--- src/rtl/ps2_host_tx.sv ---
// ps2_host_tx: host-to-device PS/2 command byte transmitter.
// Define PS2_TX_ACK_CHECK_EN to report a device NACK on txError.
module ps2_host_tx #(
  parameter int INHIBIT_CYCLES = 5000,
  parameter int TIMEOUT_CYCLES = 750000
) (
  input  logic       clk,
  input  logic       resetLow,
  input  logic [7:0] cmdData,
  input  logic       cmdValid,
  output logic       cmdReady,
  input  logic       ps2ClkIn,
  input  logic       ps2DatIn,
  output logic       ps2ClkDriveLow,
  output logic       ps2DatDriveLow,
  output logic       busy,
  output logic       txDone,
  output logic       txError
);

  localparam int CNT_MAX = (INHIBIT_CYCLES > TIMEOUT_CYCLES)
                         ? INHIBIT_CYCLES : TIMEOUT_CYCLES;
  localparam int CW = $clog2(CNT_MAX + 1);
  localparam logic [CW-1:0] INH_LAST = CW'(INHIBIT_CYCLES - 1);
  localparam logic [CW-1:0] TO_LAST  = CW'(TIMEOUT_CYCLES - 1);

  typedef enum logic [2:0] {
    S_IDLE,
    S_INHIBIT,
    S_START,
    S_SEND,
    S_ACK,
    S_RELEASE
  } state_t;

  state_t        state_q, state_d;
  logic [9:0]    shift_q, shift_d;
  logic [3:0]    bit_q, bit_d;
  logic [CW-1:0] cnt_q, cnt_d;
  logic          clk_drv_q, clk_drv_d;
  logic          dat_drv_q, dat_drv_d;
  logic          done_q, done_d;
  logic          err_q, err_d;
  logic          nack_q, nack_d;
  logic          clk_s1_q, clk_s2_q, clk_prev_q;
  logic          dat_s1_q, dat_s2_q;
  logic          fall;
  logic          timeout;
  logic          abort;

  assign fall    = clk_prev_q & ~clk_s2_q;
  assign timeout = (cnt_q == TO_LAST) & ~fall;

  assign cmdReady       = (state_q == S_IDLE);
  assign busy           = (state_q != S_IDLE);
  assign ps2ClkDriveLow = clk_drv_q;
  assign ps2DatDriveLow = dat_drv_q;
  assign txDone         = done_q;
  assign txError        = err_q;

  always_comb begin
    state_d   = state_q;
    shift_d   = shift_q;
    bit_d     = bit_q;
    cnt_d     = cnt_q;
    clk_drv_d = clk_drv_q;
    dat_drv_d = dat_drv_q;
    nack_d    = nack_q;
    done_d    = 1'b0;
    err_d     = 1'b0;
    abort     = 1'b0;
    unique case (state_q)
      S_IDLE: begin
        if (cmdValid) begin
          state_d   = S_INHIBIT;
          shift_d   = {1'b1, ~^cmdData, cmdData};
          bit_d     = 4'd0;
          cnt_d     = '0;
          nack_d    = 1'b0;
          clk_drv_d = 1'b1;
          dat_drv_d = 1'b0;
        end
      end
      S_INHIBIT: begin
        if (cnt_q == INH_LAST) begin
          state_d   = S_START;
          dat_drv_d = 1'b1;
          cnt_d     = '0;
        end else begin
          cnt_d = cnt_q + CW'(1);
        end
      end
      S_START: begin
        state_d   = S_SEND;
        clk_drv_d = 1'b0;
      end
      S_SEND: begin
        if (fall) begin
          dat_drv_d = ~shift_q[0];
          shift_d   = {1'b0, shift_q[9:1]};
          bit_d     = bit_q + 4'd1;
          cnt_d     = '0;
          if (bit_q == 4'd9) state_d = S_ACK;
        end else if (timeout) begin
          abort = 1'b1;
        end else begin
          cnt_d = cnt_q + CW'(1);
        end
      end
      S_ACK: begin
        if (fall) begin
`ifdef PS2_TX_ACK_CHECK_EN
          nack_d = dat_s2_q;
`else
          nack_d = 1'b0;
`endif
          state_d = S_RELEASE;
          cnt_d   = '0;
        end else if (timeout) begin
          abort = 1'b1;
        end else begin
          cnt_d = cnt_q + CW'(1);
        end
      end
      S_RELEASE: begin
        // done_q marks the final RELEASE cycle; IDLE follows it
        if (done_q) begin
          state_d = S_IDLE;
        end else if (clk_s2_q & dat_s2_q) begin
          done_d = 1'b1;
          err_d  = nack_q;
        end else if (timeout) begin
          abort = 1'b1;
        end else begin
          cnt_d = cnt_q + CW'(1);
        end
      end
      default: state_d = S_IDLE;
    endcase
    if (abort) begin
      state_d   = S_RELEASE;
      clk_drv_d = 1'b0;
      dat_drv_d = 1'b0;
      done_d    = 1'b1;
      err_d     = 1'b1;
    end
  end

  always_ff @(posedge clk or negedge resetLow) begin
    if (!resetLow) begin
      state_q    <= S_IDLE;
      shift_q    <= '0;
      bit_q      <= '0;
      cnt_q      <= '0;
      clk_drv_q  <= 1'b0;
      dat_drv_q  <= 1'b0;
      done_q     <= 1'b0;
      err_q      <= 1'b0;
      nack_q     <= 1'b0;
      clk_s1_q   <= 1'b1;
      clk_s2_q   <= 1'b1;
      clk_prev_q <= 1'b1;
      dat_s1_q   <= 1'b1;
      dat_s2_q   <= 1'b1;
    end else begin
      state_q    <= state_d;
      shift_q    <= shift_d;
      bit_q      <= bit_d;
      cnt_q      <= cnt_d;
      clk_drv_q  <= clk_drv_d;
      dat_drv_q  <= dat_drv_d;
      done_q     <= done_d;
      err_q      <= err_d;
      nack_q     <= nack_d;
      clk_s1_q   <= ps2ClkIn;
      clk_s2_q   <= clk_s1_q;
      clk_prev_q <= clk_s2_q;
      dat_s1_q   <= ps2DatIn;
      dat_s2_q   <= dat_s1_q;
    end
  end

endmodule

--- config.mk ---
export PLATFORM = sky130hd
export DESIGN_NAME = ps2_host_tx
export DESIGN_NICKNAME = d
export VERILOG_FILES = /design/src/rtl/ps2_host_tx.sv
export SDC_FILE = /design/constraint.sdc
export NUM_CORES = 1
export LEC_CHECK = 0
export ABC_AREA = 1
export BUFFER_PORTS_ARGS = -buffer_cell sky130_fd_sc_hd__buf_2
export CAP_MARGIN = 25
export CORE_MARGIN = 1
export CORE_UTILIZATION = 55
export DETAILED_ROUTE_END_ITERATION = 16
export PLACE_DENSITY = 0.85
export SYNTH_ARGS = -nofsm -noshare
export SYNTH_HDL_FRONTEND = slang
export SYNTH_SLANG_ARGS = --single-unit
--- constraint.sdc ---
create_clock -name clk -period 1.8 [get_ports clk]
set_clock_uncertainty 0.1 [all_clocks]
set_input_delay 0.27 -clock clk [delete_from_list [all_inputs] [get_ports clk]]
set_output_delay 0.27 -clock clk [all_outputs]
set_load 0.03 [all_outputs]
==> results.sh <==
export IMPL_initial_utilization_pct=57.7
export IMPL_seq_area_frac_synth_pct=36.2
export IMPL_holdPathEnd="shift_q[0]$_DFFE_PN0P_"
export IMPL_synthesis_nets=472
export IMPL_clkLatencyLatePin_ns=0.31
export IMPL_power_mw=4.35
export IMPL_hp_class="primary input to flip-flop"
export IMPL_slew_headroom_pct=67.4
export IMPL_wl_um=8980
export IMPL_min_period_ns=1.76
export IMPL_chipHeight_um=78.2
export IMPL_drtIter0Drc=335
export IMPL_critical_path_startpoint_type="flip-flop"
export IMPL_finalNetCount=527
export IMPL_grt_first_pass_wirelength_um=14100
export IMPL_clock_sinks=46
export IMPL_clk_pin_slew_ns=0.09
export IMPL_antenna_found_initial=0
export IMPL_place_ws_ns=-0.0743
export IMPL_end_kind="flip-flop"
export IMPL_cts_buffer_depth=2
export IMPL_rows=27
export IMPL_slew_violations=0
export IMPL_gp_congestion=1.01
export IMPL_cap_violations=0
export IMPL_detail_route_antenna_nets=0
export IMPL_async_reset_ff_share_pct=100
export IMPL_worstPathArrival_ns=1.89
export IMPL_ys_types=36
export IMPL_route_detailed_drc=0
export IMPL_port_buffers=18
export IMPL_setup_slack_ns=0.0424
export IMPL_min_delay_start="cmdData[0]"
export IMPL_critical_path_max_fanout=8
export IMPL_vias=3393
export IMPL_power_density_nw_per_um2=1120
export IMPL_vias_per_cell=5.81
export IMPL_die_area_sq_um=6120
export IMPL_yosysWarnings=0
export IMPL_cts_inserted_buffers=5
export IMPL_grt_overflow_total=0
export IMPL_regToRegEndpoint="cnt_q[5]$_DFFE_PN0P_"
export IMPL_ys_ff_latch=46
export IMPL_cp_required_ns=1.93
export IMPL_max_clock_freq_ghz=0.569
export IMPL_rsz0062_at_grt="true"
export IMPL_netlist_instances=456
export IMPL_hpwl_um=6460
export IMPL_finalSetupViolations=0
export IMPL_tightest_slew_ns=0.488
export IMPL_num_antenna_cells=0
export IMPL_worst_r2r_startpoint="cnt_q[16]$_DFFE_PN0P_"
export IMPL_regArea_sq_um=1170
export IMPL_fill_cells=445
export IMPL_core_sq_um=5540
export IMPL_grt_pass1_vias=3008
export IMPL_ys_flop_type="dfrtp_1"
export IMPL_r2r_setup_slack_ns=0.04
export IMPL_finalHoldViolations=0
export IMPL_cts_tree="yes"
export IMPL_run_status="finished, final reports clean"
export IMPL_post_place_cells=562
export IMPL_cts_root_buf="clkbuf_8"
export IMPL_synth_area_per_cell_sq_um=7.01
export IMPL_max_vdd_ir_drop_uv=1110
export IMPL_synth_top_cell_area_share_pct=32.1
export IMPL_post_synth_top_area_cell="dfrtp_1"
export IMPL_layout_cells_most_common_list="nand2_1, nand3_1, inv_1"
export IMPL_worstRegToRegCells=9
export IMPL_netlist_area_sq_um=3200
export IMPL_period_share_pct=97.6
export IMPL_whs_path_depth=3
export IMPL_grt_max_degree=28
export IMPL_multi_input_comb_area_sq_um=1860
export IMPL_io_pin_count=19
export IMPL_final_common_cell="nand2_1"
export IMPL_tns_ns=0
export IMPL_synth_area_leaders="dfrtp_1, nand2_1, nand3_1, inv_1, nor2_1"
export IMPL_p_leak_nw=1.77
export IMPL_h_tree_depth=2
export IMPL_dr_pass1_iters=5
export IMPL_path_class="flip-flop to flip-flop"
export IMPL_die_width_um=78.2
export IMPL_drive_gt1_share_pct=27.5
export IMPL_routedWlPerCell_um=15.4
export IMPL_synth_edf_count=0
export IMPL_instances_no_fill=584
export IMPL_synthToLayoutAreaGrowth_pct=21.3
export IMPL_grtUsageTotal_pct=29.6
==> final cells by class <==
type,count,share of cell area [%]
timing repair buffer,63,12.1
inverter,49,5.10
clock buffer,6,1.87
tap,72,2.32
multi-input combinational,346,48.1
sequential,46,30.1
clock inverter,2,0.387
==> sequential cells by signal, summed over array words and instances (netlist names), 3 cells and up <==
name     count
bit_q        4
cnt_q       20
shift_q     10
state_q      3
==> where the power goes <==
group / internal [mW] / switching, mW / leakage (nW) / total (mW)
clock network: 0.274 / 0.370 / 0.0374 / 0.644
registers: 1.26 / 0.188 / 0.570 / 1.45
logic: 0.827 / 1.43 / 1.16 / 2.26
total: 2.36 / 1.99 / 1.77 / 4.35
==> metal layers <==
metal	vias up	share of wire [%]	track usage [%]	routed length (um)
li1	1616	-	-	-
met1	1576	42	40.8	3790
met2	165	47	47.3	4250
met3	36	7.3	4.42	651
met4	0	3.2	10.7	285
met5	-	0	0	0
==> logic make-up after synthesis <==
family / Yosys count / synth area share (%)
adders and majority gates: 3 / 1.17
DFF: 46 / 36.2
xor gates and xnor gates: 14 / 3.84
AOI/OAI and AO/OA: 48 / 9.32
buffers and inverters: 64 / 9.31
and+or+nand+nor: 281 / 40.2
==> timing repair <==
| action | CTS | global route |
|---|---|---|
| hold buffers | 3 | 0 |
| setup buffers | 3 | 8 |
| gates resized for setup | 4 | 47 |
| hold endpoints to repair | 21 | 0 |
| setup endpoints to repair | 12 | 32 |
| pin swaps | 1 | 12 |
==> per-stage QoR <==
| step | hold slack (ns) | utilization (%) | cell area, sq um |
|---|---|---|---|
| 3_5_place_dp | 0.151 | 63.6 | 3530 |
| 6_report | 0.124 | 70.0 | 3880 |
| 3_3_place_gp | 0.160 | 63.6 | 3530 |
| 5_1_grt | 0.134 | 70.0 | 3880 |
| 4_1_cts | 0.131 | 66.5 | 3680 |
| 2_1_floorplan | -0.126 | - | 3200 |
==> Yosys cell counts (all sizes together), types with 7 or more instances <==
cell   instances
nand3         60
buf           12
o21ai         22
xor2           9
nand4         21
a31oi          8
inv           49
nand2        141
dfrtp         41
a21oi          9
nor2          50
nor3           7
==> worst max-delay path by stage <==
stage,startpoint,to,depth (start not counted)
after global routing,cnt_q[5]$_DFFE_PN0P_,state_q[1]$_DFFE_PN0P_,9
after detailed placement,cnt_q[0]$_DFFE_PN0P_,cnt_q[0]$_DFFE_PN0P_,11
after global placement,cnt_q[0]$_DFFE_PN0P_,cnt_q[7]$_DFFE_PN0P_,10
after floorplan,cnt_q[0]$_DFFE_PN0P_,cnt_q[7]$_DFFE_PN0P_,13
after CTS,state_q[0]$_DFFE_PN0P_,cnt_q[17]$_DFFE_PN0P_,7
final,cnt_q[16]$_DFFE_PN0P_,cnt_q[5]$_DFFE_PN0P_,9
==> critical path, stage by stage, from the launching register on <==
cell and delay, ns:
dfrtp_1 0.51, nand2_1 0.16, nor2_1 0.15, nand4_1 0.13, nor2_1 0.21, buf_4 0.18
nand2_1 0.07, nand3_1 0.08, nand2_1 0.05, o21ai_0 0.06
(Power assumes the default switching activity.)
